[config.mk]
export PLATFORM = sky130hd
export DESIGN_NAME = program_loader
export DESIGN_NICKNAME = d
export VERILOG_FILES = /design/src/rtl/program_loader_pkg.sv /design/src/rtl/loader_word_assembler.sv /design/src/rtl/program_loader.sv
export SDC_FILE = /design/constraint.sdc
export NUM_CORES = 1
export LEC_CHECK = 0
export CORE_ASPECT_RATIO = 0.75
export CORE_MARGIN = 2
export CORE_UTILIZATION = 45
export DETAILED_ROUTE_END_ITERATION = 8
export GPL_ROUTABILITY_DRIVEN = 0
export GPL_TIMING_DRIVEN = 0
export PLACE_DENSITY = 0.67
export SYNTH_ARGS = -nofsm -noshare
export SYNTH_HDL_FRONTEND = slang
export SYNTH_SLANG_ARGS = --single-unit
[constraint.sdc]
create_clock -name clk -period 6.3 [get_ports clk]
set_clock_uncertainty 0.1 [all_clocks]
set_input_delay 1.26 -clock clk [delete_from_list [all_inputs] [get_ports clk]]
set_output_delay 1.26 -clock clk [all_outputs]
set_load 0.03 [all_outputs]
[src/rtl/program_loader_pkg.sv]
// Shared definitions for the boot-time program loader.
package program_loader_pkg;

    localparam int HDR_W  = 16;
    localparam int WORD_W = 32;
    localparam int BYTE_W = 8;

    typedef enum logic [2:0] {
        S_IDLE,
        S_HDR_HI,
        S_HDR_LO,
        S_DATA,
        S_WRITE,
        S_DONE,
        S_ERR
    } state_t;

    // Number of whole words that fit between BASE_ADDR and the top of memory.
    function automatic logic [31:0] max_words(input int mem_bytes, input int base_addr);
        return 32'((mem_bytes - base_addr) / 4);
    endfunction

endpackage

[src/rtl/loader_word_assembler.sv]
// Collects four stream bytes, MSB first, into one 32-bit instruction word.
module loader_word_assembler
    import program_loader_pkg::*;
(
    input  logic              clk,
    input  logic              rst_n,
    input  logic              clear,
    input  logic              shift_en,
    input  logic [BYTE_W-1:0] in_byte,
    output logic [WORD_W-1:0] word,
    output logic              word_full,
    output logic              last_byte
);

    logic [2:0]        r_cnt;
    logic [WORD_W-1:0] r_word;

    // Byte counter and shift register; clear only rewinds the counter.
    always_ff @(posedge clk) begin
        if (!rst_n) begin
            r_cnt  <= '0;
            r_word <= '0;
        end else if (clear) begin
            r_cnt  <= '0;
        end else if (shift_en && !word_full) begin
            r_word <= {r_word[WORD_W-BYTE_W-1:0], in_byte};
            r_cnt  <= r_cnt + 3'd1;
        end
    end

    assign word      = r_word;
    assign word_full = (r_cnt == 3'd4);
    // Next shifted byte completes the word; lets the FSM reach WRITE without a bubble.
    assign last_byte = (r_cnt == 3'd3);

endmodule

[src/rtl/program_loader.sv]
// Streams a length-prefixed big-endian image into program memory and holds
// the CPU in reset until the image is complete.
module program_loader
    import program_loader_pkg::*;
#(
    parameter int MEM_BYTES = 4096,
    parameter int BASE_ADDR = 0
) (
    input  logic              clk,
    input  logic              rst_n,
    input  logic              start,
    input  logic [BYTE_W-1:0] in_byte,
    input  logic              in_valid,
    output logic              in_ready,
    output logic              mem_write,
    output logic [31:0]       mem_address,
    output logic [WORD_W-1:0] mem_data,
    output logic              cpu_hold,
    output logic              done,
    output logic              error
);

    localparam logic [31:0] MAX_WORDS = max_words(MEM_BYTES, BASE_ADDR);

    state_t            r_state, w_next;
    logic [HDR_W-1:0]  r_n;
    logic [HDR_W-1:0]  r_word_idx;
    logic [31:0]       r_addr_hold;
    logic [WORD_W-1:0] r_data_hold;

    logic              w_clear, w_shift, w_start_ok;
    logic [HDR_W-1:0]  w_hdr_n;
    logic [31:0]       w_addr;
    logic [WORD_W-1:0] w_word;
    logic              w_word_full, w_last_byte;

    loader_word_assembler u_asm (
        .clk       (clk),
        .rst_n     (rst_n),
        .clear     (w_clear),
        .shift_en  (w_shift),
        .in_byte   (in_byte),
        .word      (w_word),
        .word_full (w_word_full),
        .last_byte (w_last_byte)
    );

    assign w_hdr_n    = {r_n[HDR_W-1:BYTE_W], in_byte};
    assign w_addr     = 32'(BASE_ADDR) + {14'd0, r_word_idx, 2'b00};
    assign w_start_ok = start && (r_state == S_IDLE || r_state == S_DONE || r_state == S_ERR);

    // While strobing, present the live word/address; otherwise hold the last write.
    assign mem_data    = mem_write ? w_word : r_data_hold;
    assign mem_address = mem_write ? w_addr : r_addr_hold;

    // State register plus header, word index and output hold registers.
    always_ff @(posedge clk) begin
        if (!rst_n) begin
            r_state     <= S_IDLE;
            r_n         <= '0;
            r_word_idx  <= '0;
            r_addr_hold <= '0;
            r_data_hold <= '0;
        end else begin
            r_state <= w_next;
            if (w_start_ok)
                r_word_idx <= '0;
            if (r_state == S_HDR_HI && in_valid)
                r_n[HDR_W-1:BYTE_W] <= in_byte;
            if (r_state == S_HDR_LO && in_valid)
                r_n[BYTE_W-1:0] <= in_byte;
            if (mem_write) begin
                r_word_idx  <= r_word_idx + 16'd1;
                r_addr_hold <= w_addr;
                r_data_hold <= w_word;
            end
        end
    end

    // Next-state and Moore outputs; in_valid alone qualifies acceptance in
    // the states where in_ready is 1.
    always_comb begin
        w_next    = r_state;
        in_ready  = 1'b0;
        mem_write = 1'b0;
        done      = 1'b0;
        error     = 1'b0;
        cpu_hold  = 1'b1;
        w_clear   = 1'b0;
        w_shift   = 1'b0;
        case (r_state)
            S_IDLE: begin
                if (start) begin
                    w_next  = S_HDR_HI;
                    w_clear = 1'b1;
                end
            end
            S_HDR_HI: begin
                in_ready = 1'b1;
                if (in_valid)
                    w_next = S_HDR_LO;
            end
            S_HDR_LO: begin
                in_ready = 1'b1;
                if (in_valid) begin
                    if (w_hdr_n == '0)
                        w_next = S_DONE;
                    else if ({16'd0, w_hdr_n} > MAX_WORDS)
                        w_next = S_ERR;
                    else
                        w_next = S_DATA;
                end
            end
            S_DATA: begin
                in_ready = 1'b1;
                w_shift  = in_valid;
                if (in_valid && w_last_byte)
                    w_next = S_WRITE;
            end
            S_WRITE: begin
                mem_write = w_word_full;
                w_clear   = 1'b1;
                if (r_word_idx + 16'd1 == r_n)
                    w_next = S_DONE;
                else
                    w_next = S_DATA;
            end
            S_DONE: begin
                done     = 1'b1;
                cpu_hold = 1'b0;
                if (start) begin
                    w_next  = S_HDR_HI;
                    w_clear = 1'b1;
                end
            end
            S_ERR: begin
                error = 1'b1;
                if (start) begin
                    w_next  = S_HDR_HI;
                    w_clear = 1'b1;
                end
            end
            default: w_next = S_IDLE;
        endcase
    end

endmodule

==> flow_metrics.tcl <==
set metrics [dict create \
    status "complete, no violations" \
    synth_mux_area_share_pct 2.102 \
    port_buffers 80 \
    fin_cells 1036 \
    maxSlewHeadroom_pct 44.88 \
    placedCellCount 1005 \
    combinationalPowerShare_pct 12.1 \
    hold_buffers 0 \
    crit_family "buffers and inverters" \
    netlist.area_leader.share_pct 45.99 \
    synth_most_common_cell "nand2_1" \
    clkPwrFrac_pct 45.9 \
    via_count 5451 \
    areaGrowthSynthToFinish_pct 27.22 \
    dp_hpwl_um 11580 \
    synth_area_um2 5833 \
    grt_pass1_wl_um 25630 \
    crit_slowest_cell "clkdlybuf4s50_1" \
    overflow 0 \
    syn_avg_cell_area_um2 7.685 \
    finalCritPeriodShare_pct 79.07 \
    path_buf_inv 5 \
    max_stage_delay_ns 0.69 \
    vias_per_cell 5.262 \
    final_layout_size_suffix_gt1_share_pct 6.207 \
    ys_seq_area_share_pct 45.99 \
    final-hold-violation-count 0 \
    rsz0062_at_grt "false" \
    clkTransAtPathRegs_ns 0.06 \
    grt_max_degree 17 \
    core_um2 12480 \
    hold_path_class "flop to flop" \
    criticalPathCategory "flop to output pin" \
    final.setup.tns_ns 0 \
    num_rows 35 \
    cts-resized-gates 0 \
    sw_frac_of_total_pct 26.77 \
    die_y_um 102.6 \
    synth_top_family_by_area "simple AND/OR/NAND/NOR gates" \
    maxCapViolCount 0 \
    synth_xor_xnor_area_share_pct 3.754 \
    synthAdderAreaFrac_pct 0.8580 \
    drc 0 \
    htree_num_levels 4 \
    drt-total-wl_um 15530 \
    synth_compound_area_share_pct 14.69 \
    hold_path_depth 2 \
    antenna_left 0 \
    setup_violations 0 \
    worstPathArrival_ns 3.62 \
    clk_latency_ns 0.42 \
    cts_inserted_buffers 17 \
    fillers 1145 \
    irDropWorstVdd_v 0.0002022 \
    cts_root_buf "clkbuf_16" \
    cts.sinks 134 \
    switching_power_uw 565.2 \
    ios 81 \
    clockBufferDepth 2 \
    worstSetupEndpointType "output pin" \
    cp_common_cell "clkbuf_1" \
    crit_cells 9 \
    wl_per_cell_um 14.99 \
    r2r_cells 8 \
    multi_input_area_um2 2897 \
    seq_power_share_pct 42.0 \
    drtIter0Drc 404 \
    internal_power_mw 1.546 \
    fin_hold_ws_ns 0.3614 \
    syn_inst 759 \
    timing.critical_path.cells "clkbuf_1, nor2_1, nand4_1, clkbuf_1, clkbuf_1, clkbuf_1, nand2_1, nand2_1, clkdlybuf4s50_1" \
    slew_violations 0 \
    synth_edf_count 0 \
    yosys.area_share.simple_pct 28.25 \
    detailedRoute.firstPassIterationCount 5 \
    floorplan.initialDensity_pct 46.74 \
    yosysTopAreaCell "dfxtp_1" \
    grt.total_usage_pct 23.81 \
    cp_max_fo 10 \
    async_flop_share_pct 0 \
    finalNetCount 874 \
    leakagePower_nw 2.909 \
    antenna_found_initial 0 \
    synth_cell_types 53 \
    period_minus_slack_ns 4.981 \
    num_antenna_cells 0 \
    syn-num-nets 775 \
    dieArea_um2 13900 \
    layout.area.seq_um2 2683 \
    fmax_mhz 200.8 \
    worst_pin_slew_ns 0.8237 \
    ys_ff_latch 134 \
    grt_pass1_vias 5131 \
    ys_top_cells_by_count "232 x nand2_1, 134 x dfxtp_1, 106 x a21oi_1" \
    cts_tree "built" \
    cts_setup_buffers 0 \
    ys_warn_count 0 \
    crit_required_ns 4.94 \
    die_w_um 135.5 \
    ys.flop_type "dfxtp_1" \
    place_area_um2 6842 \
    design_area_um2 7421 \
    p_per_area_nw_per_um2 284.5 \
    cp-start-kind "flop" \
    ys_top_cells_by_area "dfxtp_1 46%, nand2_1 15%, a21oi_1 9.1%" \
]
[layout by cell type (no fill, tap or decap), types with 4 or more instances in the layout]
| master | n |
|---|---|
| nor4_1 | 5 |
| a21oi_1 | 106 |
| mux2i_1 | 10 |
| and2_1 | 21 |
| nand4_1 | 4 |
| clkbuf_16 | 17 |
| nand3b_1 | 4 |
| nor3_1 | 6 |
| clkinvlp_4 | 4 |
| and3_1 | 20 |
| xnor2_1 | 17 |
| nor2_1 | 38 |
| buf_2 | 9 |
| ha_1 | 4 |
| xor2_1 | 8 |
| inv_1 | 11 |
| clkdlybuf4s50_1 | 80 |
| nand3_1 | 14 |
| a31oi_1 | 6 |
| clkbuf_1 | 41 |
| o21ai_0 | 21 |
| nand2_1 | 232 |
| o22ai_1 | 4 |
| dfxtp_1 | 134 |
[power by group through the flow]
stage	clock network (mW)	logic, mW	registers (mW)
after global routing	1.02	0.284	0.889
final	0.969	0.256	0.887
after global placement	0	0.245	0.903
after floorplan	0	0.182	0.897
after CTS	0.981	0.252	0.886
after detailed placement	0	0.250	0.904
[logic make-up after synthesis]
| group | after synthesis |
|---|---|
| AO/OA/AOI/OAI | 156 |
| XOR/XNOR | 25 |
| adder cells (fa/ha/maj) | 4 |
| buffers and inverters | 64 |
| flip-flops | 134 |
| multiplexers | 12 |
| AND/OR/NAND/NOR | 364 |
[state kept, by name, summed over array words and instances, names as in the netlist]
register / cells
r_addr_hold: 32
r_data_hold: 32
u_asm.word: 32
r_n: 16
r_word_idx: 16
r_state: 3
u_asm.r_cnt: 3
[tightest hold or removal path, stage by stage (launching register included)]
cell and delay (ns):
dfxtp_1 0.29, nand2_1 0.06, a21oi_1 0.06
[layer usage]
metal,vias to the layer above,track usage (%),share of wire (%)
li1,2740,-,-
met1,2504,34.10,50
met2,194,36.16,42
met3,13,4.867,6.9
met4,0,7.853,1.2
met5,-,0,0
[cell type report]
type / count / area share, %
flip-flops and latches: 134 / 36.15
inverters: 11 / 0.5564
clock inverters: 13 / 2.023
plain buffers: 53 / 2.866
repair buffers: 80 / 10.79
well taps: 166 / 2.799
multi-input cells: 561 / 39.03
clock buffers: 18 / 5.783
[metrics by stage]
stage          power (mW)  setup WS, ns  util [%]
2_1_floorplan       1.080         2.906         -
3_3_place_gp        1.148         1.788     54.82
4_1_cts             2.120         1.300     59.46
6_report            2.111         1.319     59.46
3_5_place_dp        1.155         1.759     54.82
5_1_grt             2.194        0.9376     59.46
[path summary, 6_finish.rpt]
path                                                 from                          to  slack (ns)
worst min-delay path            r_addr_hold[3]$_SDFF_PN0_   r_addr_hold[3]$_SDFF_PN0_        0.36
worst max register to register    r_state[1]$_SDFFE_PN0P_  r_data_hold[23]$_SDFF_PN0_        3.53
worst min register to register  r_addr_hold[3]$_SDFF_PN0_   r_addr_hold[3]$_SDFF_PN0_        0.36
worst max-delay path              r_state[1]$_SDFFE_PN0P_                mem_data[20]        1.32
Power figures use the tool's default switching activity.
